==> src/rtl/irq_ctrl_if.sv <==
// Register-window bus between a requester and irq_ctrl.
// Signal names keep the block's port naming: _i into the slave, _o out of it.
interface irq_ctrl_if;
  logic        req_i;
  logic        we_i;
  logic [31:0] addr_i;
  logic [31:0] wdata_i;
  logic [31:0] rdata_o;
  logic        ack_o;

  modport master (
    output req_i, we_i, addr_i, wdata_i,
    input  rdata_o, ack_o
  );

  modport slave (
    input  req_i, we_i, addr_i, wdata_i,
    output rdata_o, ack_o
  );
endinterface

==> src/rtl/irq_ctrl.sv <==
// Edge-triggered interrupt controller with claim/complete handshake.
// Owns ENABLE/PENDING registers and drives one registered irq_o.
module irq_ctrl #(
  parameter int unsigned NUM_SRC   = 8,
  parameter logic [31:0] BASE_ADDR = 32'h7000_0000
) (
  input  logic               clk_i,
  input  logic               rst_i,
  input  logic [NUM_SRC-1:0] src_i,
  irq_ctrl_if.slave          bus,
  output logic               irq_o
);

  localparam int unsigned IDW = 5;

  typedef enum logic [1:0] {
    IDLE       = 2'd0,
    ASSERT     = 2'd1,
    IN_SERVICE = 2'd2
  } state_e;

  state_e             state_q, state_d;
  logic [NUM_SRC-1:0] sync1_q, sync2_q, edge_q;
  logic [1:0]         warm_q;
  logic [NUM_SRC-1:0] en_q, en_d;
  logic [NUM_SRC-1:0] pend_q, pend_d;
  logic [IDW-1:0]     act_q, act_d;
  logic [31:0]        rdata_q, rdata_d;
  logic               ack_q;
  logic               irq_q, irq_d;

  logic [NUM_SRC-1:0] rise;
  logic [NUM_SRC-1:0] masked;
  logic [NUM_SRC-1:0] claim_mask;
  logic [IDW-1:0]     claim_id;
  logic               hit;
  logic [1:0]         off;
  logic               claim;
  logic               complete;
  logic               unused_bits;

  // Edges are suppressed until the edge flop holds a post-reset sample,
  // so a line held high through reset does not look like a new edge.
  assign rise   = sync2_q & ~edge_q & {NUM_SRC{warm_q == 2'd3}};
  assign masked = pend_q & en_q;

  assign hit = bus.req_i && (bus.addr_i[31:4] == BASE_ADDR[31:4]);
  assign off = bus.addr_i[3:2];

  assign claim    = hit && !bus.we_i && (off == 2'd1) &&
                    (state_q == ASSERT) && (|masked);
  assign complete = hit && bus.we_i && (off == 2'd3) &&
                    (state_q == IN_SERVICE) && (bus.wdata_i[IDW-1:0] == act_q);

  assign unused_bits = ^{bus.addr_i[1:0], bus.wdata_i};

  // Lowest-index enabled pending source wins.
  always_comb begin
    claim_id   = '0;
    claim_mask = '0;
    for (int i = int'(NUM_SRC) - 1; i >= 0; i--) begin
      if (masked[i]) begin
        claim_id      = IDW'(i + 1);
        claim_mask    = '0;
        claim_mask[i] = 1'b1;
      end
    end
  end

  always_comb begin
    state_d = state_q;
    en_d    = en_q;
    pend_d  = pend_q | rise;
    act_d   = act_q;
    rdata_d = '0;

    if (hit && bus.we_i && (off == 2'd0)) begin
      en_d = bus.wdata_i[NUM_SRC-1:0];
    end

    if (hit && !bus.we_i) begin
      case (off)
        2'd0:    rdata_d = 32'(en_q);
        2'd1:    if (claim) rdata_d = 32'(claim_id);
        2'd2:    rdata_d = 32'(pend_q);
        default: rdata_d = '0;
      endcase
    end

    case (state_q)
      IDLE: begin
        if (|masked) state_d = ASSERT;
      end
      ASSERT: begin
        if (claim) begin
          state_d = IN_SERVICE;
          act_d   = claim_id;
          // A new edge on the claimed bit in the same cycle keeps it pending.
          pend_d  = (pend_q & ~claim_mask) | rise;
        end else if (!(|masked)) begin
          state_d = IDLE;
        end
      end
      IN_SERVICE: begin
        if (complete) begin
          state_d = IDLE;
          act_d   = '0;
        end
      end
      default: state_d = IDLE;
    endcase

    irq_d = (state_d == ASSERT);
  end

  always_ff @(posedge clk_i) begin
    if (rst_i) begin
      state_q <= IDLE;
      sync1_q <= '0;
      sync2_q <= '0;
      edge_q  <= '0;
      warm_q  <= '0;
      en_q    <= '0;
      pend_q  <= '0;
      act_q   <= '0;
      rdata_q <= '0;
      ack_q   <= 1'b0;
      irq_q   <= 1'b0;
    end else begin
      state_q <= state_d;
      sync1_q <= src_i;
      sync2_q <= sync1_q;
      edge_q  <= sync2_q;
      warm_q  <= (warm_q == 2'd3) ? warm_q : warm_q + 2'd1;
      en_q    <= en_d;
      pend_q  <= pend_d;
      act_q   <= act_d;
      rdata_q <= rdata_d;
      ack_q   <= hit;
      irq_q   <= irq_d;
    end
  end

  assign bus.rdata_o = rdata_q;
  assign bus.ack_o   = ack_q;
  assign irq_o       = irq_q;

endmodule

==> src/flat_wrapper.sv <==
// flat-port wrapper written by rule: the top's interface ports become plain ports
module irq_ctrl_flat 
#(
  parameter int unsigned NUM_SRC   = 8,
  parameter logic [31:0] BASE_ADDR = 32'h7000_0000
)
  (clk_i, rst_i, src_i, irq_o, bus_req_i, bus_we_i, bus_addr_i, bus_wdata_i, bus_rdata_o, bus_ack_o);
  irq_ctrl_if bus_i ();
  input  logic clk_i;
  input  logic rst_i;
  input  logic [NUM_SRC-1:0] src_i;
  output logic irq_o;
  input wire logic [$bits(bus_i.req_i)-1:0] bus_req_i;
  input wire logic [$bits(bus_i.we_i)-1:0] bus_we_i;
  input wire logic [$bits(bus_i.addr_i)-1:0] bus_addr_i;
  input wire logic [$bits(bus_i.wdata_i)-1:0] bus_wdata_i;
  output wire logic [$bits(bus_i.rdata_o)-1:0] bus_rdata_o;
  output wire logic [$bits(bus_i.ack_o)-1:0] bus_ack_o;
  assign bus_i.req_i = bus_req_i;
  assign bus_i.we_i = bus_we_i;
  assign bus_i.addr_i = bus_addr_i;
  assign bus_i.wdata_i = bus_wdata_i;
  assign bus_rdata_o = bus_i.rdata_o;
  assign bus_ack_o = bus_i.ack_o;
  irq_ctrl #(.NUM_SRC(NUM_SRC), .BASE_ADDR(BASE_ADDR)) u_core (.clk_i(clk_i), .rst_i(rst_i), .src_i(src_i), .bus(bus_i), .irq_o(irq_o));
endmodule
==> config.mk <==
export PLATFORM = sky130hd
export DESIGN_NAME = irq_ctrl_flat
export DESIGN_NICKNAME = d
export VERILOG_FILES = /design/src/rtl/irq_ctrl_if.sv /design/src/rtl/irq_ctrl.sv /design/src/flat_wrapper.sv
export SDC_FILE = /design/constraint.sdc
export NUM_CORES = 1
export LEC_CHECK = 0
export CAP_MARGIN = 20
export CORE_MARGIN = 2
export CORE_UTILIZATION = 29
export DETAILED_ROUTE_END_ITERATION = 7
export MAX_ROUTING_LAYER = met4
export PLACE_DENSITY_LB_ADDON = 0.12
export SYNTH_ARGS = -nofsm -noshare
export SYNTH_HDL_FRONTEND = slang
export SYNTH_SLANG_ARGS = --single-unit
export TNS_END_PERCENT = 5
==> constraint.sdc <==
create_clock -name clk_i -period 2.2 [get_ports clk_i]
set_input_delay 0.44 -clock clk_i [delete_from_list [all_inputs] [get_ports clk_i]]
set_output_delay 0.44 -clock clk_i [all_outputs]
set_load 0.02 [all_outputs]
### Yosys cells after proc, flatten, opt, wreduce, memory -nomap -nowiden

Index checks and enable logic that the tools add are counted.

* register bits: 83
* input bits: 76
* output and inout bits: 34

* $add $sub $neg: 1
* eq/ne operators: 11
* multiplexer cells: 28
* bitwise gates (word level): 9
* reduce and logical (&&, ||, !) cells: 17

Operator list (count)
* $pmux 32 s3: 1
* $mux 8: 10
* $mux 4: 9
* $and 8x8->8: 4
* $eq 28x27->1 const B: 1
* $not 8->8: 2
* $or 8x8->8: 2
* $logic_and 1x1->1: 10
* $mux 5: 2
* $pmux 5 s2: 1
* $eq 2x2->1 const B: 4
* $mux 2: 4
* $reduce_or 8->1: 1
* $eq 2x1->1 const B: 3
* $pmux 2 s3: 1
* $eq 5x5->1: 1
* $logic_not 2->1: 2
* $ne 2x1->1 const B: 2
* $reduce_and 3->1: 1
* $add 2x1->2 const B: 1
* $reduce_bool 2->1: 1
* $reduce_or 2->1: 1
* $logic_not 1->1: 1
* $not 1->1: 1

### Depth between registers and ports, before layout

* word-level depth: 14
* depth in mapped cells: 7
* depth with buffers taken out: 6

### Least setup slack after synthesis

Ideal clock, no wire load.

* path type: in2reg
* start: input port bus_addr_i[2]
* end: register u_core.act_q[0]
* setup time: 131 ps
* data arrival time: 1835 ps
* slack: 234 ps
* cell stages on the path: 7
* buffers on the path: 1
* cells stage by stage: clkbuf_2 -> nand2_1 -> or4b_1 -> nor4_1 -> nor2b_1 -> o31ai_4 -> o22ai_1

* cells in the longest elaborated chain, start to end: 6

Ends and longest elaborated chain
* start: declaration: line flat_wrapper.sv:15 `input wire logic [$bits(bus_i.addr_i)-1:0] bus_addr_i;`
* $eq 2x1->1 or $eq 2x2->1 (tied branches): line irq_ctrl.sv:50, irq_ctrl.sv:52
* $logic_and 1x1->1, on equally long branches (2 in a row): line irq_ctrl.sv:50, irq_ctrl.sv:52
* $logic_and 1x1->1, on equally long branches: line irq_ctrl.sv:51, irq_ctrl.sv:53
* $ne 2x1->1 (no source line)
* $reduce_and 3->1 (no source line) *
* end signal: assignment: line irq_ctrl.sv:137 `act_q <= act_d;`
* end: declaration: line irq_ctrl.sv:27 `logic [IDW-1:0] act_q, act_d;`

Mark *: on every way between the ends. The rest lies on a longest branch, timed or not.
A chain may end at the register's enable or synchronous reset.

### Worst setup path in the final report

* start: input port bus_addr_i[28]
* end: register u_core.act_q[3]

* cells in the longest elaborated chain, start to end: 8

Ends and longest elaborated chain
* $eq 28x27->1 *: line irq_ctrl.sv:47 `assign hit = bus.req_i && (bus.addr_i[31:4] == BASE_ADDR[31:4]);`
* $logic_and 1x1->1 *: line irq_ctrl.sv:47
* $logic_and 1x1->1, on equally long branches (3 in a row): line irq_ctrl.sv:50, irq_ctrl.sv:52
* $logic_and 1x1->1, on equally long branches: line irq_ctrl.sv:51, irq_ctrl.sv:53
* $ne 2x1->1 (no source line)
* $reduce_and 3->1 (no source line) *

Marked as above.

==> results.cfg <==
[status]
status = finished, final reports clean

[timing]
setup_viol = 0
final_max_slew_viol_count = 0
achievable_freq_mhz = 466
post-route-period-util_pct = 97.5
clock-skew-final_ns = 0.00790
finalWorstPathRequiredPeriod_ns = 2.15
timing.final.hold_violations = 0
final.hold.worst_slack_ns = 0.435

[layout]
finish.utilization_pct = 42.6
commonest_cells_after_routing_fill_and_taps_aside = sky130_fd_sc_hd__dfxtp_1, sky130_fd_sc_hd__clkdlybuf4s50_1, sky130_fd_sc_hd__dlymetal6s2s_1
sequential_cell_area_um2 = 1160
finish.instance_area_um2 = 3740
mostFrequentLayoutCell = sky130_fd_sc_hd__dfxtp_1
fill_cells = 862
total_area_of_multi_input_combinational_cells_um2 = 1390
design.final.nets = 445
drive_above_1_share_pct = 16.8
instances_no_fill = 477
syn_to_final_growth_pct = 41.9
antenna_cell_count = 0

[setup_path]
crit_path_max_fanout = 4
critical_path.startpoint_type = input pin
worstSetupPathType = in -> reg
critPathRequiredTime_ns = 2.46
worst_setup_path_end_kind = flip-flop
cp.arrival_ns = 2.41

[routing]
drcViolationCount = 0
detail_route.iter0.violations = 178
num_vias = 2155
drt-pass1-iter-count = 4
antenna_left = 0
route.detailed.wl_per_inst_um = 12.5
vias_per_cell = 4.52
routed_wl_um = 5980

[place]
detailedPlacementHpwl_um = 4320
post_dp_cell_area_um2 = 3370
finalWeightedCongestion = 0.759
port_buffers = 59
post-place-cells = 459

[min_path]
min_path_type = reg -> reg

[grt]
global_route_wire_length_before_repair_um = 9650
grt_max_degree = 40
first_global_vias = 2074
grt.overflow.total = 0
track_usage_pct = 12.4
number_of_antenna_violations_at_the_first_check_in_global_routing = 0

[synth]
synth-seq-cells = 58
synth.cell_area_um2 = 2630
post_synth_fa_ha_maj_area_fraction_pct = 2.38
postSynthAreaPerCell_um2 = 9.30
synthesis.yosys.warnings = 0
seq_area_frac_synth_pct = 44.1
fraction_of_the_mapped_netlist_area_in_compound_gates_pct = 10.6
synth-xor-area-share_pct = 1.66
synth.area.mux_share_pct = 6.08
post_synth_inst_count = 283
post_synth_and_or_nand_nor_area_fraction_pct = 25.1
combinational_family_with_the_most_area_after_synthesis = simple AND/OR/NAND/NOR gates
synth.distinct_cells = 49

[clocking]
cts_tree = yes
cts_root_buffer = sky130_fd_sc_hd__clkbuf_8
cts_made_buffers = 9
worst_skew_pair.late_latency_ns = 0.33
clockBufferDepth = 2
clk_pin_slew_ns = 0.07
cts-htree-levels = 3
cts.sinks = 58
cts-hold-fix-buffers = 0

[floorplanning]
fp.coreArea_um2 = 8760
rows = 34
die_area_um2 = 9860
die_height_um = 99.3
ioPinCount = 110
start_util_pct = 30.0
floorplan.die.width_um = 99.3

[pwr]
power_density_nw_per_um2 = 610
total_leakage_power_nw = 1.61
sum_of_internal_switching_and_leakage_power_w = 0.00228
peakVddDrop_mv = 0.453

[job]
maxCapViolations = 0
==> cell usage after synthesis (all sizes together) <==
cell type	n	share of area, %
dfxtp	58	44
buf	26	7.2
nor2b	25	5.9
nor2	24	3.4
nand2	21	3.0
mux2i	16	6.1
inv	13	1.9
a21oi	9	1.7
nand3b	9	2.6
o21ai	9	1.7
nor3	7	1.9
nor4	7	2.4
clkbuf	6	0.90
ha	5	2.4
nand4	5	1.4
a22oi	4	1.1
o22ai	4	0.95
nand3	3	0.57
o21a	3	0.86
o31ai	3	1.4
xnor2	3	1.0
nor4b	2	0.67
o22a	2	0.67
or4	2	0.71
xor2	2	0.67
a211oi	1	0.29
a21boi	1	0.43
a222oi	1	0.38
a32o	1	0.38
a32oi	1	0.33
and2	1	0.24
and3b	1	0.33
and4bb	1	0.48
conb	1	0.14
nand2b	1	0.24
nor4bb	1	0.38
o221ai	1	0.33
or2	1	0.24
or3	1	0.24
or4b	1	0.38
==> per-stage QoR <==
step	setup WS, ns	setup TNS [ns]
6_report	0.0546	0
2_1_floorplan	0.234	0
4_1_cts	0.000420	0
5_1_grt	-0.0468	-0.146
3_3_place_gp	-0.461	-8.21
3_5_place_dp	-0.446	-8.15
==> critical path, stage by stage <==
cell                              delay [ns]
sky130_fd_sc_hd__clkdlybuf4s50_1        0.47
sky130_fd_sc_hd__and4bb_2               0.23
sky130_fd_sc_hd__nand4_1                0.18
sky130_fd_sc_hd__nor3_4                 0.28
sky130_fd_sc_hd__a21boi_2               0.09
sky130_fd_sc_hd__or4_4                  0.57
sky130_fd_sc_hd__o22ai_2                0.15
==> timing repair <==
| item | 4_1_cts | 5_1_grt |
|---|---|---|
| endpoints found under the setup margin | 5 | 20 |
| buffers inserted | 0 | 2 |
| pin swaps | 9 | 18 |
| resized for setup | 4 | 41 |
==> flip-flops by register name, indices dropped and copies added, names as in the netlist <==
register            cells
u_core.bus.rdata_o      8
u_core.edge_q           8
u_core.en_q             8
u_core.pend_q           8
u_core.sync1_q          8
u_core.sync2_q          8
u_core.act_q            4
u_core.state_q          2
u_core.warm_q           2
u_core.bus.ack_o        1
u_core.irq_o            1
==> layer usage <==
metal	up-vias	GRT usage, %	part of all wire, %
met5	-	-	0
met4	0	4.74	1.1
li1	1092	-	-
met2	82	19.2	46
met3	10	3.09	6.9
met1	971	15.8	46
==> layout make-up <==
type	instances	area share, %
inverter	13	1.31
timing repair buffer	79	21.5
clock inverter	5	1.44
clock buffer	11	3.78
tap	108	3.62
multi-input combinational	203	37.2
sequential	58	31.1
==> logic make-up after synthesis <==
| logic type | after synthesis |
|---|---|
| AOI/OAI and AO/OA | 40 |
| xor gates and xnor gates | 5 |
| adders and majority gates | 5 |
| buffers and inverters | 45 |
| DFF | 58 |
| muxes | 16 |
| other | 1 |
| and+or+nand+nor | 113 |
==> power by group <==
group,switching [W],internal [W]
sequential,0.0000122,0.00108
clock,0.000412,0.000550
combinational,0.000109,0.000116
==> final timing paths <==
kind,startpoint,end,slack [ns],cells past startpoint
worst max-delay path,bus_addr_i[28],u_core.act_q[3],0.05,7
worst min-delay path,u_core.sync1_q[1],u_core.sync2_q[1],0.44,1
worst max register to register,u_core.act_q[3],u_core.act_q[0],0.14,7
worst min register to register,u_core.sync1_q[1],u_core.sync2_q[1],0.44,1
Power figures use the tool's default switching activity.
